### src/rtl/instr_mem_loader_if.sv
// Byte-stream source and instruction-memory write port bundle for instr_mem_loader.
// The master modport is the byte source and memory side; the slave modport is the loader.
interface instr_mem_loader_if #(
  parameter int unsigned ADDR_WIDTH = 8
) ();
  logic                  in_valid_i;
  logic [7:0]            in_data_i;
  logic                  in_ready_o;
  logic                  we_o;
  logic [ADDR_WIDTH-1:0] waddr_o;
  logic [31:0]           wdata_o;

  modport master (
    output in_valid_i,
    output in_data_i,
    input  in_ready_o,
    input  we_o,
    input  waddr_o,
    input  wdata_o
  );

  modport slave (
    input  in_valid_i,
    input  in_data_i,
    output in_ready_o,
    output we_o,
    output waddr_o,
    output wdata_o
  );
endinterface

### src/rtl/instr_mem_loader.sv
// Loads a length-prefixed little-endian word image into instruction memory, then releases CPU reset.
// Optional trailing checksum byte enabled by defining LOADER_CHECKSUM_EN.
module instr_mem_loader #(
  parameter int unsigned ADDR_WIDTH = 8
) (
  input  logic              clk_i,
  input  logic              rst_i,
  input  logic              load_i,
  instr_mem_loader_if.slave bus_io,
  output logic              cpu_rst_n_o,
  output logic              done_o,
  output logic              err_o
);

`ifdef LOADER_CHECKSUM_EN
  typedef enum logic [2:0] {StLenHi, StLenLo, StData, StChk, StFlush, StDone, StErr} state_e;
  localparam state_e StAfterData = StChk;
`else
  typedef enum logic [2:0] {StLenHi, StLenLo, StData, StFlush, StDone, StErr} state_e;
  localparam state_e StAfterData = StFlush;
`endif

  localparam logic [16:0] Capacity = 17'(1) << ADDR_WIDTH;

  state_e                r_state;
  logic [15:0]           r_len;
  logic [1:0]            r_byte_cnt;
  logic [23:0]           r_shift;
  logic [ADDR_WIDTH-1:0] r_word_idx;
  logic                  r_we;
  logic [ADDR_WIDTH-1:0] r_waddr;
  logic [31:0]           r_wdata;
  logic                  r_cpu_rst_n;
  logic                  r_done;
  logic                  r_err;
`ifdef LOADER_CHECKSUM_EN
  logic [7:0]            r_sum;
  logic [7:0]            w_sum_next;
`endif

  logic        w_accept;
  logic [15:0] w_len_full;
  logic [31:0] w_word;
  logic [16:0] w_idx_next;
  logic        w_last_word;

  // Gated by rst_i so the source sees no readiness while reset is held.
  assign bus_io.in_ready_o = ~rst_i & ~(r_state inside {StFlush, StDone, StErr});
  assign w_accept          = bus_io.in_valid_i & bus_io.in_ready_o;
  assign w_len_full        = {r_len[15:8], bus_io.in_data_i};
  assign w_word            = {bus_io.in_data_i, r_shift};
  assign w_idx_next        = 17'(r_word_idx) + 17'd1;
  assign w_last_word       = (w_idx_next == {1'b0, r_len});
`ifdef LOADER_CHECKSUM_EN
  assign w_sum_next        = r_sum + bus_io.in_data_i;
`endif

  always_ff @(posedge clk_i) begin
    if (rst_i) begin
      r_state     <= StLenHi;
      r_len       <= '0;
      r_byte_cnt  <= '0;
      r_shift     <= '0;
      r_word_idx  <= '0;
      r_we        <= 1'b0;
      r_waddr     <= '0;
      r_wdata     <= '0;
      r_cpu_rst_n <= 1'b0;
      r_done      <= 1'b0;
      r_err       <= 1'b0;
`ifdef LOADER_CHECKSUM_EN
      r_sum       <= '0;
`endif
    end else begin
      r_we <= 1'b0;
`ifdef LOADER_CHECKSUM_EN
      if (w_accept) r_sum <= w_sum_next;
`endif
      unique case (r_state)
        StLenHi: if (w_accept) begin
          r_len[15:8] <= bus_io.in_data_i;
          r_state     <= StLenLo;
        end
        StLenLo: if (w_accept) begin
          r_len[7:0] <= bus_io.in_data_i;
          if (17'(w_len_full) > Capacity) r_state <= StErr;
          else if (w_len_full == 16'd0)   r_state <= StAfterData;
          else                            r_state <= StData;
        end
        StData: if (w_accept) begin
          r_byte_cnt <= r_byte_cnt + 2'd1;
          r_shift    <= w_word[31:8];
          if (r_byte_cnt == 2'd3) begin
            r_we       <= 1'b1;
            r_waddr    <= r_word_idx;
            r_wdata    <= w_word;
            r_word_idx <= w_idx_next[ADDR_WIDTH-1:0];
            if (w_last_word) r_state <= StAfterData;
          end
        end
`ifdef LOADER_CHECKSUM_EN
        StChk: if (w_accept) begin
          r_state <= (w_sum_next == 8'd0) ? StFlush : StErr;
        end
`endif
        // Lets the final write land before the CPU leaves reset.
        StFlush: r_state <= StDone;
        StDone: begin
          if (load_i) begin
            r_state     <= StLenHi;
            r_cpu_rst_n <= 1'b0;
            r_done      <= 1'b0;
            r_word_idx  <= '0;
            r_byte_cnt  <= '0;
`ifdef LOADER_CHECKSUM_EN
            r_sum       <= '0;
`endif
          end else begin
            r_cpu_rst_n <= 1'b1;
            r_done      <= 1'b1;
          end
        end
        StErr: begin
          if (load_i) begin
            r_state    <= StLenHi;
            r_err      <= 1'b0;
            r_word_idx <= '0;
            r_byte_cnt <= '0;
`ifdef LOADER_CHECKSUM_EN
            r_sum      <= '0;
`endif
          end else begin
            r_err <= 1'b1;
          end
        end
        default: r_state <= StLenHi;
      endcase
    end
  end

  assign bus_io.we_o    = r_we;
  assign bus_io.waddr_o = r_waddr;
  assign bus_io.wdata_o = r_wdata;
  assign cpu_rst_n_o    = r_cpu_rst_n;
  assign done_o         = r_done;
  assign err_o          = r_err;

endmodule

### src/flat_wrapper.sv
// flat-port wrapper written by rule: the top's interface ports become plain ports
module instr_mem_loader_flat 
#(
  parameter int unsigned ADDR_WIDTH = 8
)
  (clk_i, rst_i, load_i, cpu_rst_n_o, done_o, err_o, bus_io_in_valid_i, bus_io_in_data_i, bus_io_in_ready_o, bus_io_we_o, bus_io_waddr_o, bus_io_wdata_o);
  instr_mem_loader_if #(.ADDR_WIDTH(ADDR_WIDTH)) bus_io_i ();
  input  logic clk_i;
  input  logic rst_i;
  input  logic load_i;
  output logic cpu_rst_n_o;
  output logic done_o;
  output logic err_o;
  input wire logic [$bits(bus_io_i.in_valid_i)-1:0] bus_io_in_valid_i;
  input wire logic [$bits(bus_io_i.in_data_i)-1:0] bus_io_in_data_i;
  output wire logic [$bits(bus_io_i.in_ready_o)-1:0] bus_io_in_ready_o;
  output wire logic [$bits(bus_io_i.we_o)-1:0] bus_io_we_o;
  output wire logic [$bits(bus_io_i.waddr_o)-1:0] bus_io_waddr_o;
  output wire logic [$bits(bus_io_i.wdata_o)-1:0] bus_io_wdata_o;
  assign bus_io_i.in_valid_i = bus_io_in_valid_i;
  assign bus_io_i.in_data_i = bus_io_in_data_i;
  assign bus_io_in_ready_o = bus_io_i.in_ready_o;
  assign bus_io_we_o = bus_io_i.we_o;
  assign bus_io_waddr_o = bus_io_i.waddr_o;
  assign bus_io_wdata_o = bus_io_i.wdata_o;
  instr_mem_loader #(.ADDR_WIDTH(ADDR_WIDTH)) u_core (.clk_i(clk_i), .rst_i(rst_i), .load_i(load_i), .bus_io(bus_io_i), .cpu_rst_n_o(cpu_rst_n_o), .done_o(done_o), .err_o(err_o));
endmodule
### config.mk
export PLATFORM = sky130hd
export DESIGN_NAME = instr_mem_loader_flat
export DESIGN_NICKNAME = d
export VERILOG_FILES = /design/src/rtl/instr_mem_loader_if.sv /design/src/rtl/instr_mem_loader.sv /design/src/flat_wrapper.sv
export SDC_FILE = /design/constraint.sdc
export NUM_CORES = 1
export LEC_CHECK = 0
export ABC_AREA = 1
export ABC_CLOCK_PERIOD_IN_PS = 2200
export BUFFER_PORTS_ARGS = -buffer_cell sky130_fd_sc_hd__buf_4
export CAP_MARGIN = 5
export CORE_UTILIZATION = 30
export CTS_CLUSTER_DIAMETER = 150
export CTS_CLUSTER_SIZE = 10
export DETAILED_ROUTE_END_ITERATION = 7
export HOLD_SLACK_MARGIN = 0.06
export MAX_ROUTING_LAYER = met4
export PLACE_DENSITY_LB_ADDON = 0.3
export SLEW_MARGIN = 20
export SYNTH_ARGS = -nofsm -noshare
export SYNTH_HDL_FRONTEND = slang
export SYNTH_SLANG_ARGS = --single-unit
### constraint.sdc
create_clock -name clk_i -period 2.2 [get_ports clk_i]
set_input_delay 0.44 -clock clk_i [delete_from_list [all_inputs] [get_ports clk_i]]
set_output_delay 0.44 -clock clk_i [all_outputs]
set_load 0.02 [all_outputs]
### Yosys cells after proc, flatten, opt, wreduce, memory -nomap -nowiden

Index checks and enable logic that the tools add are counted.

* register bits: 96
* latch bits: 0
* RAM bits: 0
* ROM bits: 0
* input bits: 12
* logic and storage cells: 64
* memories: 0

* add/subtract/negate cells: 2
* $mul: 0
* divide/modulo/power cells: 0
* order comparisons: 1
* equality and inequality tests: 13
* shifts and indexed selects: 0
* muxes and demuxes: 18
* bitwise gates (word level): 6
* reductions and logical operators: 13

Operator list (number)
* 2-to-1 mux 8 bit: 3
* 2-to-1 mux 3 bit: 7
* equality test 17 x 16 -> 1 bit: 1
* > comparator 16 x 9 -> 1 bit (second input constant): 1
* zero test 16 bit: 1
* case mux 8 bit (2 select lines): 1
* case mux 3 bit (5 select lines): 1
* inequality test 2 x 1 -> 1 bit (second input constant): 6
* adder 8 x 1 -> 9 bit (second input constant): 1
* equality test 3 x 2 -> 1 bit (second input constant): 2
* equality test 3 bit (second input constant): 2
* AND reduction 2 bit: 3
* AND reduction 3 bit: 2
* AND reduction 6 bit: 1
* 2-to-1 mux 2 bit: 2
* NOT 1 bit: 4
* case mux 2 bit (2 select lines): 1
* AND reduction 4 bit: 1
* equality test 3 x 1 -> 1 bit (second input constant): 1
* zero test 3 bit: 1
* 2-to-1 mux 1 bit: 3
* nonzero test 3 bit: 1
* OR reduction 3 bit: 1
* adder 2 x 1 -> 2 bit (second input constant): 1
* 4 further kinds: 5

### Logic depth before layout (Yosys ltp)

* word-level depth: 7
* gate-level depth with buffers: 14

### Worst setup path after synthesis

No wires, ideal clock.

* path type: flip-flop to flip-flop
* start point: register u_core.r_state[2]
* end point: register u_core.r_waddr[1] (netlist: u_core.bus_io.waddr_o[1])
* setup time: 0.116 ns
* arrival time: 1.644 ns
* data required time: 2.084 ns
* setup slack: 0.441 ns
* cell stages (with the launch flop): 14
* clock period less this slack: 1.759 ns
* path through: dfxtp_1 inv_2 nand2_2 o21ai_1 nor2_2 nand2_2 inv_2 nand2_4 nor2_4 inv_2 buf_6 buf_6 nor2_1 nor2_1

* cells in the longest elaborated chain, start to end: 6
* elaborated cells between the ends (all ways): 9
* those cells by class: 4 x eq/ne; 3 x bitwise; 2 x reduce/logical

RTL lines
* from (decl): RTL line instr_mem_loader.sv:25 `state_e r_state;`
* from (signal assigned): RTL line instr_mem_loader.sv:60 `r_state <= StLenHi;`
* from (signal assigned): RTL line instr_mem_loader.sv:82 `r_state <= StLenLo;`
* from (signal assigned): RTL line instr_mem_loader.sv:86 `if (17'(w_len_full) > Capacity) r_state <= StErr;`
* equality test 3 x 2 -> 1 bit / equality test 3 bit (equally long branches): RTL line instr_mem_loader.sv:48 `assign bus_io.in_ready_o = ~rst_i & ~(r_state inside {StFlush, StDone, StErr});`
* nonzero test 3 bit *: RTL line instr_mem_loader.sv:48
* NOT 1 bit *: RTL line instr_mem_loader.sv:48
* AND 1 bit *: RTL line instr_mem_loader.sv:48
* named net bus_io_in_ready_o: RTL line flat_wrapper.sv:16 `output wire logic [$bits(bus_io_i.in_ready_o)-1:0] bus_io_in_ready_o;`
* AND 1 bit *: RTL line instr_mem_loader.sv:49 `assign w_accept = bus_io.in_valid_i & bus_io.in_ready_o;`
* AND reduction 3 bit (no source line) *
* to (signal assigned): RTL line instr_mem_loader.sv:95 `r_waddr <= r_word_idx;`
* to (decl): RTL line instr_mem_loader.sv:31 `logic [ADDR_WIDTH-1:0] r_waddr;`

The timed path passes the listed nets; every way through them passes the cells marked *.
A chain may end at the register's enable or synchronous reset.

### Worst setup path in the final report

* start point: register u_core.r_state[1]
* end point: register u_core.r_word_idx[7]

* cells in the longest elaborated chain, start to end: 7
* elaborated cells between the ends (all ways): 15
* those cells by class: 7 x eq/ne; 1 x mux; 3 x bitwise; 4 x reduce/logical

RTL lines
* equality test 3 x 2 -> 1 bit / equality test 3 bit (equally long branches): RTL line instr_mem_loader.sv:48, instr_mem_loader.sv:79
* nonzero test 3 bit: RTL line instr_mem_loader.sv:48
* NOT 1 bit: RTL line instr_mem_loader.sv:48
* AND 1 bit: RTL line instr_mem_loader.sv:48
* AND 1 bit: RTL line instr_mem_loader.sv:49
* inequality test 2 x 1 -> 1 bit (no source line)
* AND reduction 4 bit (no source line)
* to (signal assigned): RTL line instr_mem_loader.sv:97 `r_word_idx <= w_idx_next[ADDR_WIDTH-1:0];`
* to (decl): RTL line instr_mem_loader.sv:29 `logic [ADDR_WIDTH-1:0] r_word_idx;`

Parallel ways exist; a longest one is shown, timed or not.

==> results.cfg <==
[timing]
maxSlewViolCount = 0
fmax_mhz = 532
rsz0062_at_grt = no
final_hold_viol_count = 0
tightestPinTransition_ns = 0.689
finalWorstSetupSlack_ns = 0.319
tns_ns = 0
relSlewSlack_pct = 54.1
setup_viol = 0
min_period_over_period_pct = 85.5
min_period_ns = 1.88
fin_skew_ns = 0.00804

[global_route]
grt.total_usage_pct = 15.8
grt_pass1_vias = 3186
use_met2_pct = 23.3
antenna_found_initial = 0
grt_pass1_wl_microns = 15600
grt-busiest-layer = met2
met3_usage_pct = 3.39
grt_max_degree = 83
met1_usage_pct = 20.7
gr-total-overflow = 0

[synthesis]
ys_ff_latch = 96
synthSimpleGateAreaFrac_pct = 17.1
yosysSeqAreaShare_pct = 50.6
postSynthCellCount = 496
synth_area_leaders = dfxtp_1 51%, o21ai_0 10%, a21oi_1 9.0%, nand2_1 6.4%, inv_1 5.8%
avgSynthCellArea_sq_um = 7.65
synthAdderAreaFrac_pct = 0.659
syn_area_sq_mm = 0.00379
yosys_warnings = 0
synth-compound-area-share_pct = 21.4
synth_largest_area_cell = dfxtp_1
post_synth_xor_area_fraction_pct = 0.462
ys_types = 28
synth_top_family_by_area = compound AO/OA/AOI/OAI gates
synth_fp_nets = 510
yosys-mux-area-fraction_pct = 0
yosysTopAreaCellShare_pct = 50.6

[setup_path]
arrival_ns = 2.12
startpoint_type = flop
crit_family = buffers and inverters
crit_path_max_incr_delay_ns = 0.43
cp_num_buf_inv = 3
end_kind = flop
path_cells = inv_1 -> o21ai_1 -> nor2_2 -> nand2_2 -> inv_2 -> nand2_4 -> nor2_4 -> inv_2 -> nor2_1 -> a21oi_1 -> nor2_1
worstReg2RegStart = u_core.r_state[1]$_SDFFE_PP0P_
cp_data_required_time_ns = 2.44
crit_type = flop to flop
r2r_end = u_core.r_word_idx[7]$_SDFFE_PP0P_
critical_path.slowest_cell = inv_2
reg2reg_depth = 11
reg2reg_slack_ns = 0.32
critPathLaunch = u_core.r_state[1]$_SDFFE_PP0P_
critical_path.max_fanout = 39

[hold_path]
whs_endpoint = u_core.bus_io.wdata_o[27]$_SDFFE_PP0P_
min_from = bus_io_in_data_i[3]
hold_depth = 3
hold_class = input pin to flop

[detailed_routing]
drt_iter0_markers = 207
finalWirelength_microns = 9510
final_antenna_net_count = 0
vias = 3393
drcViolationCount = 0
wl_per_cell_microns = 13.3
vias_per_cell = 4.74
drt-pass1-iter-count = 4

[die]
dieWidth_microns = 114
die_h_microns = 114
initial_core_util_pct = 31.2
rows = 40
die-area_sq_mm = 0.0131
ios = 57
core-area_sq_mm = 0.0122

[placement]
dpl.hpwl_microns = 6610
port-buffer-count = 56
pre_cts_slack_ns = 0.276
place_congestion = 0.827

[layout]
syn2layout_area_growth_pct = 22.7
drive_above_1_share_pct = 17.0
fillers = 1257
nets = 557
antennaDiodeCount = 0

[clocking]
cts_buffers = 9
path_clk_slew_ns = 0.07
clock_sinks = 96
clock_latency_ns = 0.34
htreeDepth = 3
cts_root_buf = clkbuf_16
tritoncts = yes
cts_buffer_depth = 2
post-cts-setup-buffers = 0

[pwr]
power_frac_clock_pct = 44.1
power_switching_mw = 0.887
seqPwrFrac_pct = 49.0
ir_drop_v = 0.000369
p_int_mw = 2.79
p_leak_nw = 1.93
p_comb_share_pct = 6.9
switching_share_pct = 24.1
powerDensity_mw_per_mm2 = 790

[status]
status = completed

[job]
cap_viol_max_count = 0
-- repair_timing --
| item | in CTS | in global routing |
|---|---|---|
| resized for setup | 0 | 1 |
| hold buffers | 0 | 0 |
| setup endpoints to repair | 0 | 1 |
-- metrics by stage --
step,hold slack (ns),utilization [%],instance area (sq um),instances,total power [mW]
3_5_place_dp,0.441,35.7,4350,700,2.10
3_3_place_gp,0.433,35.7,4350,700,2.09
4_1_cts,0.386,38.3,4660,716,3.72
5_1_grt,0.389,38.3,4660,716,3.84
2_1_floorplan,0.424,-,3790,496,2.01
6_report,0.385,38.3,4660,716,3.68
-- state kept, by name, summed over array words and instances (netlist names) --
| register | count |
|---|---|
| u_core.bus_io.wdata_o | 32 |
| u_core.r_shift | 24 |
| u_core.r_byte_cnt | 2 |
| u_core.bus_io.waddr_o | 8 |
| u_core.err_o | 1 |
| u_core.r_word_idx | 8 |
| u_core.r_len | 16 |
| u_core.bus_io.we_o | 1 |
| u_core.r_state | 3 |
| u_core.cpu_rst_n_o | 1 |
-- power by group through the flow --
stage | Sequential (mW) | Clock [mW] | Combinational (mW)
floorplan | 1.84 | 0 | 0.172
global placement | 1.84 | 0 | 0.248
detailed placement | 1.84 | 0 | 0.253
CTS | 1.80 | 1.67 | 0.253
global route | 1.81 | 1.74 | 0.287
finish | 1.80 | 1.62 | 0.255
-- cells in the mapped netlist --
cell / count
a21oi_1: 68
o31ai_1: 1
nand2_2: 2
buf_6: 2
inv_1: 59
nand2_4: 1
nor2_1: 37
nor3_4: 1
nor2_2: 2
nand4_1: 4
dfxtp_1: 96
o21a_1: 1
inv_2: 3
nand3_1: 32
a22oi_1: 3
buf_1: 2
nor2_4: 1
xor2_1: 2
buf_2: 9
clkbuf_1: 13
o21ai_1: 6
nand2_1: 65
buf_4: 2
o21ai_0: 77
ha_1: 2
nor3_1: 2
or2_2: 1
a32oi_1: 2
-- cells in the final DEF (no fill, tap or decap), types with 3 or more instances in the layout --
| cell type | instances |
|---|---|
| a21oi_1 | 68 |
| a22oi_1 | 3 |
| buf_4 | 64 |
| clkbuf_16 | 9 |
| dfxtp_1 | 96 |
| inv_1 | 58 |
| inv_2 | 4 |
| inv_6 | 4 |
| nand2_1 | 65 |
| nand3_1 | 32 |
| nand4_1 | 4 |
| nor2_1 | 36 |
| nor2_2 | 3 |
| o21ai_0 | 77 |
| o21ai_1 | 6 |
-- worst max path at each step --
| stage | end | slack, ns | cells past startpoint |
|---|---|---|---|
| 5_1_grt | u_core.r_state[2]$_SDFFE_PP0P_ | 0.11 | 13 |
| 2_1_floorplan | u_core.bus_io.waddr_o[1]$_SDFFE_PP0P_ | 0.44 | 13 |
| 6_report | u_core.r_word_idx[7]$_SDFFE_PP0P_ | 0.32 | 11 |
| 3_3_place_gp | u_core.r_state[0]$_SDFFE_PP0P_ | 0.33 | 14 |
| 3_5_place_dp | u_core.r_state[2]$_SDFFE_PP0P_ | 0.28 | 13 |
| 4_1_cts | u_core.r_state[2]$_SDFFE_PP0P_ | 0.26 | 13 |
-- cells by family after synthesis --
kind of cell | after synthesis
flip-flops | 96
AO/OA/AOI/OAI | 158
AND/OR/NAND/NOR | 148
buffers and inverters | 90
adder cells (fa/ha/maj) | 2
XOR/XNOR | 2
-- worst register-to-register path, stage by stage, from the launching register on --
cell and delay, ns:
dfxtp_1 0.40, inv_1 0.13, o21ai_1 0.19, nor2_2 0.06, nand2_2 0.07, inv_2 0.06
nand2_4 0.08, nor2_4 0.04, inv_2 0.43, nor2_1 0.09, a21oi_1 0.16, nor2_1 0.05
-- layout make-up --
class / count / area [sq um] / area share [%]
Sequential cell: 96 / 1920 / 41.3
Multi-Input combinational cell: 310 / 1500 / 32.3
Timing Repair Buffer: 64 / 480 / 10.3
Clock buffer: 10 / 239 / 5.13
Inverter: 62 / 233 / 5.00
Tap cell: 168 / 210 / 4.51
Clock inverter: 6 / 70.1 / 1.50
-- metal layers --
layer / up-vias / share of wire [%]
li1: 1722 / -
met3: 17 / 6.5
met5: - / 0
met1: 1550 / 47
met4: 0 / 2.4
met2: 104 / 44
Note: power is estimated with default switching activity, not from simulation.
